[src/rtl/convolution_result_streamer.sv]
// Buffers the Z results a convolution run writes, then replays them in address
// order 0..count-1 over a valid/ready stream once the processor signals done.
module convolution_result_streamer #(
  parameter int unsigned DATA_WIDTH_DATAZ     = 16,
  parameter int unsigned DATA_WIDTH_MEMZ_ADDR = 6
) (
  input  logic                            clk,
  input  logic                            rst,
  input  logic                            busy_i,
  input  logic                            done_i,
  input  logic                            writeZ_i,
  input  logic [DATA_WIDTH_MEMZ_ADDR-1:0] memZ_addr_i,
  input  logic [DATA_WIDTH_DATAZ-1:0]     dataZ_i,
  output logic [DATA_WIDTH_DATAZ-1:0]     stream_data_o,
  output logic [DATA_WIDTH_MEMZ_ADDR-1:0] stream_index_o,
  output logic                            stream_valid_o,
  output logic                            stream_last_o,
  input  logic                            stream_ready_i,
  output logic [DATA_WIDTH_MEMZ_ADDR:0]   count_o,
  output logic                            ready_o,
  output logic                            overrun_o
);

  localparam int unsigned Dw    = DATA_WIDTH_DATAZ;
  localparam int unsigned Aw    = DATA_WIDTH_MEMZ_ADDR;
  localparam int unsigned Depth = 2 ** Aw;
  localparam logic [Aw:0] CntOne = (Aw + 1)'(1);
  localparam logic [Aw:0] CntTwo = (Aw + 1)'(2);
  localparam logic [Aw-1:0] IdxOne = Aw'(1);

  typedef enum logic [1:0] {StIdle, StCapture, StLoad, StStream} state_e;

  state_e           state_q, state_d;
  logic [Dw-1:0]    mem_q [Depth];
  logic [Depth-1:0] written_q, written_d;
  logic [Dw-1:0]    data_q, data_d;
  logic [Aw-1:0]    index_q, index_d;
  logic             valid_q, valid_d;
  logic             last_q, last_d;
  logic [Aw:0]      count_q, count_d;
  logic             overrun_q, overrun_d;
  logic             busy_q;

  logic             mem_we;
  logic             busy_rise;
  logic [Aw:0]      wr_count;
  logic [Aw-1:0]    next_idx;
  logic [Aw-1:0]    rd_addr;
  logic [Dw-1:0]    rd_data;

  assign busy_rise = busy_i & ~busy_q;
  assign wr_count  = {1'b0, memZ_addr_i} + CntOne;
  assign next_idx  = index_q + IdxOne;
  // Entries not written during this run read as zero, so the array never needs clearing.
  assign rd_data   = written_q[rd_addr] ? mem_q[rd_addr] : '0;

  always_comb begin
    state_d   = state_q;
    written_d = written_q;
    data_d    = data_q;
    index_d   = index_q;
    valid_d   = valid_q;
    last_d    = last_q;
    count_d   = count_q;
    overrun_d = overrun_q;
    mem_we    = 1'b0;
    rd_addr   = next_idx;

    case (state_q)
      StIdle: begin
        if (busy_i) begin
          state_d   = StCapture;
          written_d = '0;
          count_d   = '0;
          overrun_d = 1'b0;
        end else if (writeZ_i) begin
          overrun_d = 1'b1;
        end
      end

      StCapture: begin
        if (writeZ_i) begin
          mem_we                 = 1'b1;
          written_d[memZ_addr_i] = 1'b1;
          if (wr_count > count_q) begin
            count_d = wr_count;
          end
        end
        // A write in the done cycle is already folded into count_d here.
        if (done_i) begin
          state_d = (count_d != '0) ? StLoad : StIdle;
        end
      end

      StLoad: begin
        rd_addr = '0;
        data_d  = rd_data;
        index_d = '0;
        valid_d = 1'b1;
        last_d  = (count_q == CntOne);
        state_d = StStream;
        if (writeZ_i || busy_rise) begin
          overrun_d = 1'b1;
        end
      end

      StStream: begin
        if (writeZ_i || busy_rise) begin
          overrun_d = 1'b1;
        end
        if (valid_q && stream_ready_i) begin
          if (last_q) begin
            valid_d = 1'b0;
            last_d  = 1'b0;
            state_d = StIdle;
          end else begin
            index_d = next_idx;
            data_d  = rd_data;
            last_d  = (({1'b0, index_q} + CntTwo) == count_q);
          end
        end
      end

      default: state_d = StIdle;
    endcase
  end

  always_ff @(posedge clk or posedge rst) begin
    if (rst) begin
      state_q   <= StIdle;
      written_q <= '0;
      data_q    <= '0;
      index_q   <= '0;
      valid_q   <= 1'b0;
      last_q    <= 1'b0;
      count_q   <= '0;
      overrun_q <= 1'b0;
      busy_q    <= 1'b0;
    end else begin
      state_q   <= state_d;
      written_q <= written_d;
      data_q    <= data_d;
      index_q   <= index_d;
      valid_q   <= valid_d;
      last_q    <= last_d;
      count_q   <= count_d;
      overrun_q <= overrun_d;
      busy_q    <= busy_i;
    end
  end

  always_ff @(posedge clk) begin
    if (mem_we) begin
      mem_q[memZ_addr_i] <= dataZ_i;
    end
  end

  assign stream_data_o  = data_q;
  assign stream_index_o = index_q;
  assign stream_valid_o = valid_q;
  assign stream_last_o  = last_q;
  assign count_o        = count_q;
  assign overrun_o      = overrun_q;
  assign ready_o        = (state_q == StIdle);

endmodule

[config.mk]
export PLATFORM = sky130hd
export DESIGN_NAME = convolution_result_streamer
export DESIGN_NICKNAME = d
export VERILOG_FILES = /design/src/rtl/convolution_result_streamer.sv
export SDC_FILE = /design/constraint.sdc
export NUM_CORES = 1
export LEC_CHECK = 0
export BUFFER_PORTS_ARGS = -buffer_cell sky130_fd_sc_hd__buf_2
export CORE_MARGIN = 1.5
export CORE_UTILIZATION = 45
export DETAILED_ROUTE_END_ITERATION = 8
export REMOVE_ABC_BUFFERS = 1
export SYNTH_ARGS = -nofsm -noshare
export SYNTH_HDL_FRONTEND = slang
export SYNTH_SLANG_ARGS = --single-unit
[constraint.sdc]
create_clock -name clk -period 6.6 [get_ports clk]
set_clock_uncertainty 0.05 [all_clocks]
set_input_delay 0.33 -clock clk [delete_from_list [all_inputs] [get_ports clk]]
set_output_delay 0.33 -clock clk [all_outputs]
set_load 0.02 [all_outputs]
# After elaboration in Yosys (flattened, before gate mapping)
# Memory sizes are Yosys's and may differ from the RTL's.
# Index checks and enable logic that the tools add are counted.
# classes
n_addsub,3
n_eq_ne,13
n_bitwise,3
n_lt_le_gt_ge,4
mux,40
reduce_logical,16
# op_table
cell,count
64-bit 2-to-1 mux,2
64-bit case mux with 2 select lines,1
64-bit bitwise OR,1
16-bit 2-to-1 mux,3
16-bit case mux with 2 select lines,1
7-bit 2-to-1 mux,4
6-bit 2-to-1 mux,3
6-bit by 7-bit less-than comparator with 1-bit output (second input constant),2
7-bit case mux with 2 select lines,1
1-bit 2-to-1 mux,13
2-bit != test (second input constant),6
6-bit case mux with 2 select lines,1
3-bit AND reduction,4
2-bit 2-to-1 mux,5
2-bit case mux with 4 select lines,1
6-bit by 1-bit adder with 7-bit output (second input constant),1
6-bit by 2-bit adder with 7-bit output (second input constant),1
7-bit by 1-bit equality test with 1-bit output (second input constant),1
7-bit equality test,1
7-bit greater-than comparator,1
7-bit nonzero test,1
6-bit by 1-bit adder with 6-bit output (second input constant),1
1-bit binary-select mux with 6-bit select,1
1-bit demux with 6-bit select,1
15 further kinds,22
# totals
ram_bits,1024
out_inout_bits,33
reg_bits,99
mem_count,1
in_bits,28
word_cells,89
# mem_list
memory,words,width,read_ports,rd_clocked_by_memory_dff,wr,line_no,rtl
mem_q,64,16,1,0,1,34,logic [Dw-1:0] mem_q [Depth];

# Longest topological paths before layout
# Gate-level depths: netlist of run 1.
# depth
depth_word,9
depth_mapped,15
depth_no_buf,11

# Least setup slack after synthesis of run 1
# Ideal clock, no wire load.
# synth_path
path_type,register to register
start,register index_q[1] (netlist: stream_index_o[1])
end,register data_q[4] (netlist: stream_data_o[4])
setup_time_ns,0.104
setup_slack_ns,3.790
path_stages_with_launch,13
synth_period_minus_slack_ns,2.810
n_path_buf,3
t_arrival_ns,2.657
required_time_ns,6.446
cell_sequence,dfrtp_1 -> ha_1 -> buf_4 -> xor2_2 -> buf_6 -> nand2_4 -> a311oi_2 -> a211oi_1 -> o31a_1 -> nor3_2 -> o22ai_2 -> buf_6 -> o41ai_2
# synth_via
elab_chain_len,8
elab_cells_between_ends,9
cone_classes,add/sub: 1; mux: 7; memory: 1
# synth_rtl
item,line_no,rtl
start: declaration,37,"logic [Aw-1:0] index_q, index_d;"
start signal: assignment,143,index_q <= index_d;
6-bit by 1-bit adder with 6-bit output *,53,assign next_idx = index_q + IdxOne;
6-bit 2-to-1 mux *,69,case (state_q)
1-bit binary-select mux with 6-bit select,55,assign rd_data = written_q[rd_addr] ? mem_q[rd_addr] : '0;
1-bit 2-to-1 mux (implied by the code),55,
16-bit 2-to-1 mux *,55,
16-bit 2-to-1 mux,112,if (last_q) begin
16-bit 2-to-1 mux,111,if (valid_q && stream_ready_i) begin
16-bit case mux with 2 select lines *,69,
end signal: assignment,142,data_q <= data_d;
end: declaration,36,"logic [Dw-1:0] data_q, data_d;"
# Every way passes the cells marked *; elsewhere a longest branch is shown, timed or not. The select of a mux whose other input is x is not followed.
# A chain may end at the register's enable or synchronous reset.

==> metrics.txt, run 1 <==
WL per Instance 30.4 um; top cell type's share of synthesized area 68.1%; VDD IR max 0.330 mV; Lkg Pwr 0.0170 uW; worst hold stages 4; HPWL Detailed 80600 um; die width 320 um; Comb power frac 36.1%; initial antenna violation count 8; Setup Crit Path Kind flop to flop; largest net degree at the start of global routing 118; drt total wl 137000 um; post-synthesis sequential area ratio 73.6%; Syn-to-layout area delta 12.8%; average size of a mapped cell 15.0 um2; I/O Buffers 60; reg2reg end stream_data_o[9]; Setup WS post-layout 1.96 ns; final hold vios 0; Clk Latency, worst-skew pair 0.70 ns; ys async rst share 8.82%; post-synthesis cell count 3007; Initial Util 45.2%; startpoint class of the critical path flop; Internal 14000 uW; Max Fanout on Critical Path 34; PwrDens 445 mW/mm2; global-route usage over all layers 26.6%; status complete, no violations; FMAX 215 MHz; Root Driver clkbuf_16; NetSw 8730 uW; crit path DAT 5.17 ns; Die H 320 um; number of synthesized register bits 1123; initial drt markers 3637; Hold EP count_o[0]; Net Sw Frac 38.4%; Yosys cell types 74; CTS Sinks 1123; worst hold path class primary input to flop; PostCTS Resize Cnt 0; Slew Viols, Final 0; Reg power frac 35.9%; Clock Pin Slew Worst Setup and Hold Paths 0.06 ns; Crit. End Element flop; unrepaired setup endpoints after global routing false; DR vias 28400; Hold Startpoint memZ_addr_i[0]; worst r2r path cells 9; grt ovf 0; die area 0.102 mm2; post-CTS setup buffer count 0; Max Cap Violations 0; Rel. slew slack 14.4%; Via density 6.32; Post-synth EDFFs 1024; DRT Pass-1 Iters 6; Core Area 0.0999 mm2; vias in the first global route 27900; reg2reg setup slack 1.96 ns; commonest cells in the netlist edfxtp_1 (1024), nand2_1 (359), a21oi_1 (177); Synth Cell Area 0.0452 mm2; top cells by area, synth edfxtp_1 (68%), dfrtp_1 (5.5%), mux2i_1 (3.1%); # setup viols final 0; layout cells sized above 1 15.0%; TritonCTS Buffers 111; worst slack, placed 2.07 ns; min Tclk post-route 4.64 ns; Tcrit/Tclk final 70.3%; number of I/O pins 61; GPL Wtd Cong 0.948; first-pass GRT wire length 197000 um; H-tree depth 3; Nets 3137; Core Rows 116; post-route DRC violation count 0; Final ANT Viol Nets 0; Setup TNS 0 ns; Clk pwr share 28.1%; Tightest Pin Transition 1.28 ns; yosys warns 0; Clock Tree Buf Depth 3; predominant post-synthesis flop cell edfxtp_1; CTS tree yes; cell taking the most area after synthesis edfxtp_1; top-count cell post-synth edfxtp_1; Worst Path Required 7.13 ns
[worst max path at each step]
stage / depth (start not counted) / slack, ns / end / startpoint
after floorplan: 8 / -7.35 / stream_data_o[10] / stream_index_o[0]
after global placement: 11 / 2.14 / stream_data_o[1] / stream_index_o[0]
after detailed placement: 11 / 2.07 / stream_data_o[9] / stream_index_o[0]
after CTS: 11 / 2.07 / stream_data_o[9] / stream_index_o[0]
after global routing: 11 / 1.84 / stream_data_o[12] / stream_index_o[0]
final: 9 / 1.96 / stream_data_o[9] / flop
[power by group through the flow]
stage | registers, uW | logic, uW | clock network [uW]
after global placement | 8260 | 7980 | 0
final | 8140 | 8180 | 6370
after CTS | 8120 | 8060 | 6430
after global routing | 8150 | 8590 | 6690
after floorplan | 8410 | 4680 | 0
after detailed placement | 8270 | 8030 | 0
[layer usage]
layer  share of wire (%)  GRT usage, %  wire (um)  vias up
met3                 8.9          4.74      12200      354
li1                    -             -          -    12000
met4                 4.8          11.7       6510        8
met2                  46          41.7      63100     1509
met5               0.034             0         46        -
met1                  40          36.6      55000    14600
[state kept, by name (all words and copies together) (netlist names), named ones only]
register,count
stream_valid_o,1
written_q,64
count_o,7
stream_last_o,1
stream_data_o,16
stream_index_o,6
state_q,1
busy_q,1
overrun_o,1
mem_q,1024
[worst max-delay path, cell delays in order, from the launching register on]
cell and delay (ns):
dfrtp_1 0.66, nor2b_4 0.48, buf_4 0.58, a21o_2 0.50
buf_4 0.46, a21o_1 0.13, a31oi_1 0.05, a211oi_1 0.56
o22ai_2 0.50, o41ai_1 0.50
[stage by stage]
stage                     instance area [um2]  total power, uW  hold slack [ns]  std cells  utilization (%)
after floorplan                         44200            13100            0.311       2803                -
after global placement                  47200            16200            0.335       4279             47.3
after detailed placement                47200            16300            0.338       4279             47.3
after CTS                               51000            22600            0.113       4494             51.0
after global routing                    51000            23400            0.160       4494             51.0
final                                   51000            22700            0.142       4496             51.0
[timing repair]
item	CTS	global route
hold buffers	5	0
endpoints found under the hold margin	37	0
endpoints found under the setup margin	0	0
[cell families (layout without fill, tap and decap cells)]
kind of cell             count (synthesis)  in the layout  synth area share [%]
flip-flops                            1123           1123                  73.6
AO/OA/AOI/OAI                          726            726                  11.0
AND/OR/NAND/NOR                        703            703                  6.71
buffers and inverters                  226            415                  2.30
multiplexers                           202            202                  5.72
XOR/XNOR                                17             17                 0.388
adder cells (fa/ha/maj)                 10             10                 0.277
other                                    0              2                     0
[cell type report]
type	instances	area (um2)
Clock inverter	65	644
Multi-Input combinational cell	1658	11000
Antenna cell	2	5.00
Clock buffer	145	3050
Tap cell	1298	1620
Fill cell	8254	48900
Timing Repair Buffer	183	1300
Sequential cell	1123	33200
Inverter	22	90.1
[cells in the final DEF, fill, tap and decap left out, types with 8 or more instances in the layout]
cell type      n
a31oi_1       26
dfrtp_1       98
nor2b_1       11
a211oi_1      36
inv_1         19
clkinv_2      24
a221oi_1     102
a2bb2oi_1     21
buf_4        113
clkbuf_1      21
nand3_1       94
clkbuf_16    112
o21ai_0      110
clkbuf_8      12
bufinv_16     10
clkinv_1      15
nor2_2        27
o21a_1        68
a311oi_1      14
nor2_1       111
mux4_2        43
o311ai_0       9
nor4_1        13
a22o_1        10
clkinvlp_4     8
nor3_1        43
o211ai_1      20
a22oi_1       23
a32oi_1        9
mux2_2        20
o221ai_1      12
or3_1         10
buf_2         60
o22ai_1       26
edfxtp_1    1024
a21oi_1      177
mux2i_1      139
nand2_1      356
ha_1           9
Power figures use the tool's default switching activity.
==> inputs of run 2 (changes only) <==
- clock period: 6.6 -> 3.97 ns (I/O delays scaled with it)
==> metrics.txt, run 2 (synthesis gave the netlist of run 1 again) <==
Clock Pin Slew Worst Setup and Hold Paths 0.06 ns (about the same); die width 320 um (unchanged); crit path DAT 4.38 ns (was 5.17 ns); final hold vios 0 (unchanged); VDD IR max 0.791 mV (was 0.330 mV); Slew Viols, Final 0 (unchanged); Die H 320 um (unchanged); die area 0.102 mm2 (unchanged); HPWL Detailed 87500 um (was 80600 um); number of I/O pins 61 (unchanged); Final ANT Viol Nets 0 (unchanged); Clk Latency, worst-skew pair 0.70 ns (about the same); status complete, no violations (unchanged); Nets 3205 (was 3137); Tightest Pin Transition 1.18 ns (was 1.28 ns); Most flops, register mem_q (unchanged); Core Rows 116 (unchanged); highest-count cells in the layout ignoring fill and taps edfxtp_1 (1024), nand2_1 (356), a21oi_1 (177) (unchanged); TritonCTS Buffers 113 (was 111); Core Area 0.0999 mm2 (unchanged); initial drt markers 3818 (was 3637); drt total wl 141000 um (was 137000 um); CTS tree yes (unchanged); post-CTS setup buffer count 0 (unchanged); I/O Buffers 60 (unchanged); global-route usage over all layers 27.6% (was 26.6%); GPL Wtd Cong 0.923 (was 0.948); Tcrit/Tclk final 97.8% (was 70.3%); H-tree depth 3 (unchanged); initial antenna violation count 6 (was 8); DR vias 28600 (was 28400); min Tclk post-route 3.88 ns (was 4.64 ns); Min Hold Slack 0.0160 ns (was 0.142 ns); Setup Crit Path Kind flop to flop (unchanged); unrepaired setup endpoints after global routing false (unchanged); largest net degree at the start of global routing 109 (was 118); FMAX 257 MHz (was 215 MHz); vias in the first global route 27800 (was 27900); max FFs per register 1024 (unchanged); Setup TNS 0 ns (unchanged); # setup viols final 0 (unchanged); startpoint class of the critical path flop (unchanged); Syn-to-layout area delta 14.0% (was 12.8%); Lkg Pwr 0.0173 uW (was 0.0170 uW); Clock Tree Buf Depth 3 (unchanged); CTS Sinks 1123 (unchanged); Root Driver clkbuf_16 (unchanged); DRT Pass-1 Iters 6 (unchanged); PwrDens 744 mW/mm2 (was 445 mW/mm2); Initial Util 45.2% (unchanged); post-route cell area 0.0515 mm2 (was 0.0510 mm2); WL per Instance 31.0 um (was 30.4 um); Via density 6.27 (was 6.32); Worst Path Required 4.46 ns (was 7.13 ns); first-pass GRT wire length 202000 um (was 197000 um); Rel. slew slack 21.2% (was 14.4%); post-route DRC violation count 0 (unchanged); commonest non-fill, non-tap cell in the layout edfxtp_1 (unchanged); Max Cap Violations 0 (unchanged); layout cells sized above 1 16.0% (was 15.0%); Max Fanout on Critical Path 63 (was 34); worst hold path class primary input to flop (unchanged); grt ovf 0 (unchanged); Crit. End Element flop (unchanged); placed cell areas 0.0478 mm2 (was 0.0472 mm2)
==> run 2: cell types whose count changed in the layout (fill, tap and decap cells not counted), moves of 6 or more <==
cell	delta
buf_4	+52
clkinv_2	-6
clkinv_1	+12
buf_12	+8
clkbuf_1	+11
clkbuf_8	-9
==> run 2: final timing paths <==
check                                   from                 to  slack, ns  cells past startpoint
max                        stream_index_o[0]   stream_data_o[9]       0.09                     10
max reg2reg                stream_index_o[0]   stream_data_o[9]       0.09                     10
min reg2reg                     written_q[2]       written_q[2]       0.44                      1
max in group asynchronous                rst  stream_data_o[14]       2.78                      4
min in group asynchronous                rst         count_o[1]       0.07                      3
min                              dataZ_i[10]      mem_q[14][10]       0.02                      1
==> run 2: through the flow <==
step	instances	total power, uW	worst slack, ns	utilization, %
after floorplan	2803	20900	-9.98	-
after global routing	4562	39500	0.0650	51.5
after detailed placement	4340	28000	-0.397	47.8
after global placement	4340	27900	-0.408	47.8
final	4563	38300	0.0854	51.6
after CTS	4562	38300	0.000972	51.5
==> run 2: timing repair <==
action,4_1_cts,5_1_grt
hold buffers,10,0
resized for setup,2,3
endpoints found under the hold margin,97,0
setup endpoints to repair,2,2
pin swaps,0,0
==> run 2: metal layers <==
| layer | wire (um) | share of wire, % | track usage (%) | vias up |
|---|---|---|---|---|
| met4 | 6250 | 4.4 | 10.7 | 4 |
| met5 | 28 | 0.020 | 0 | - |
| met3 | 11900 | 8.4 | 4.98 | 330 |
| met2 | 66200 | 47 | 43.8 | 1471 |
| met1 | 57100 | 40 | 38.0 | 14700 |
| li1 | - | - | - | 12100 |
==> run 2: power breakdown <==
group | total (uW) | internal (uW) | switching [uW]
clock network | 10300 | 5890 | 4450
logic | 14500 | 4500 | 10000
registers | 13500 | 13200 | 284
==> run 2: area by class of cell <==
| type | count | area, um2 |
|---|---|---|
| diodes | 1 | 2.50 |
| clock buffers | 152 | 3090 |
| clock inverters | 60 | 470 |
| fillers | 8335 | 48400 |
| inverters | 22 | 90.1 |
| multi-input cells | 1658 | 11100 |
| flip-flops and latches | 1123 | 33200 |
| well taps | 1298 | 1620 |
| repair buffers | 249 | 1910 |
==> run 2: worst max-delay path: stages, from the launching register on <==
cell and delay (ns):
dfrtp_4 0.57, ha_2 0.31, xnor2_4 0.22, nor2_4 0.08, buf_12 0.21, nor2_2 0.60, nand3_1 0.19, o2111ai_1 0.28
o211ai_1 0.35, a31oi_2 0.68, o41ai_1 0.16
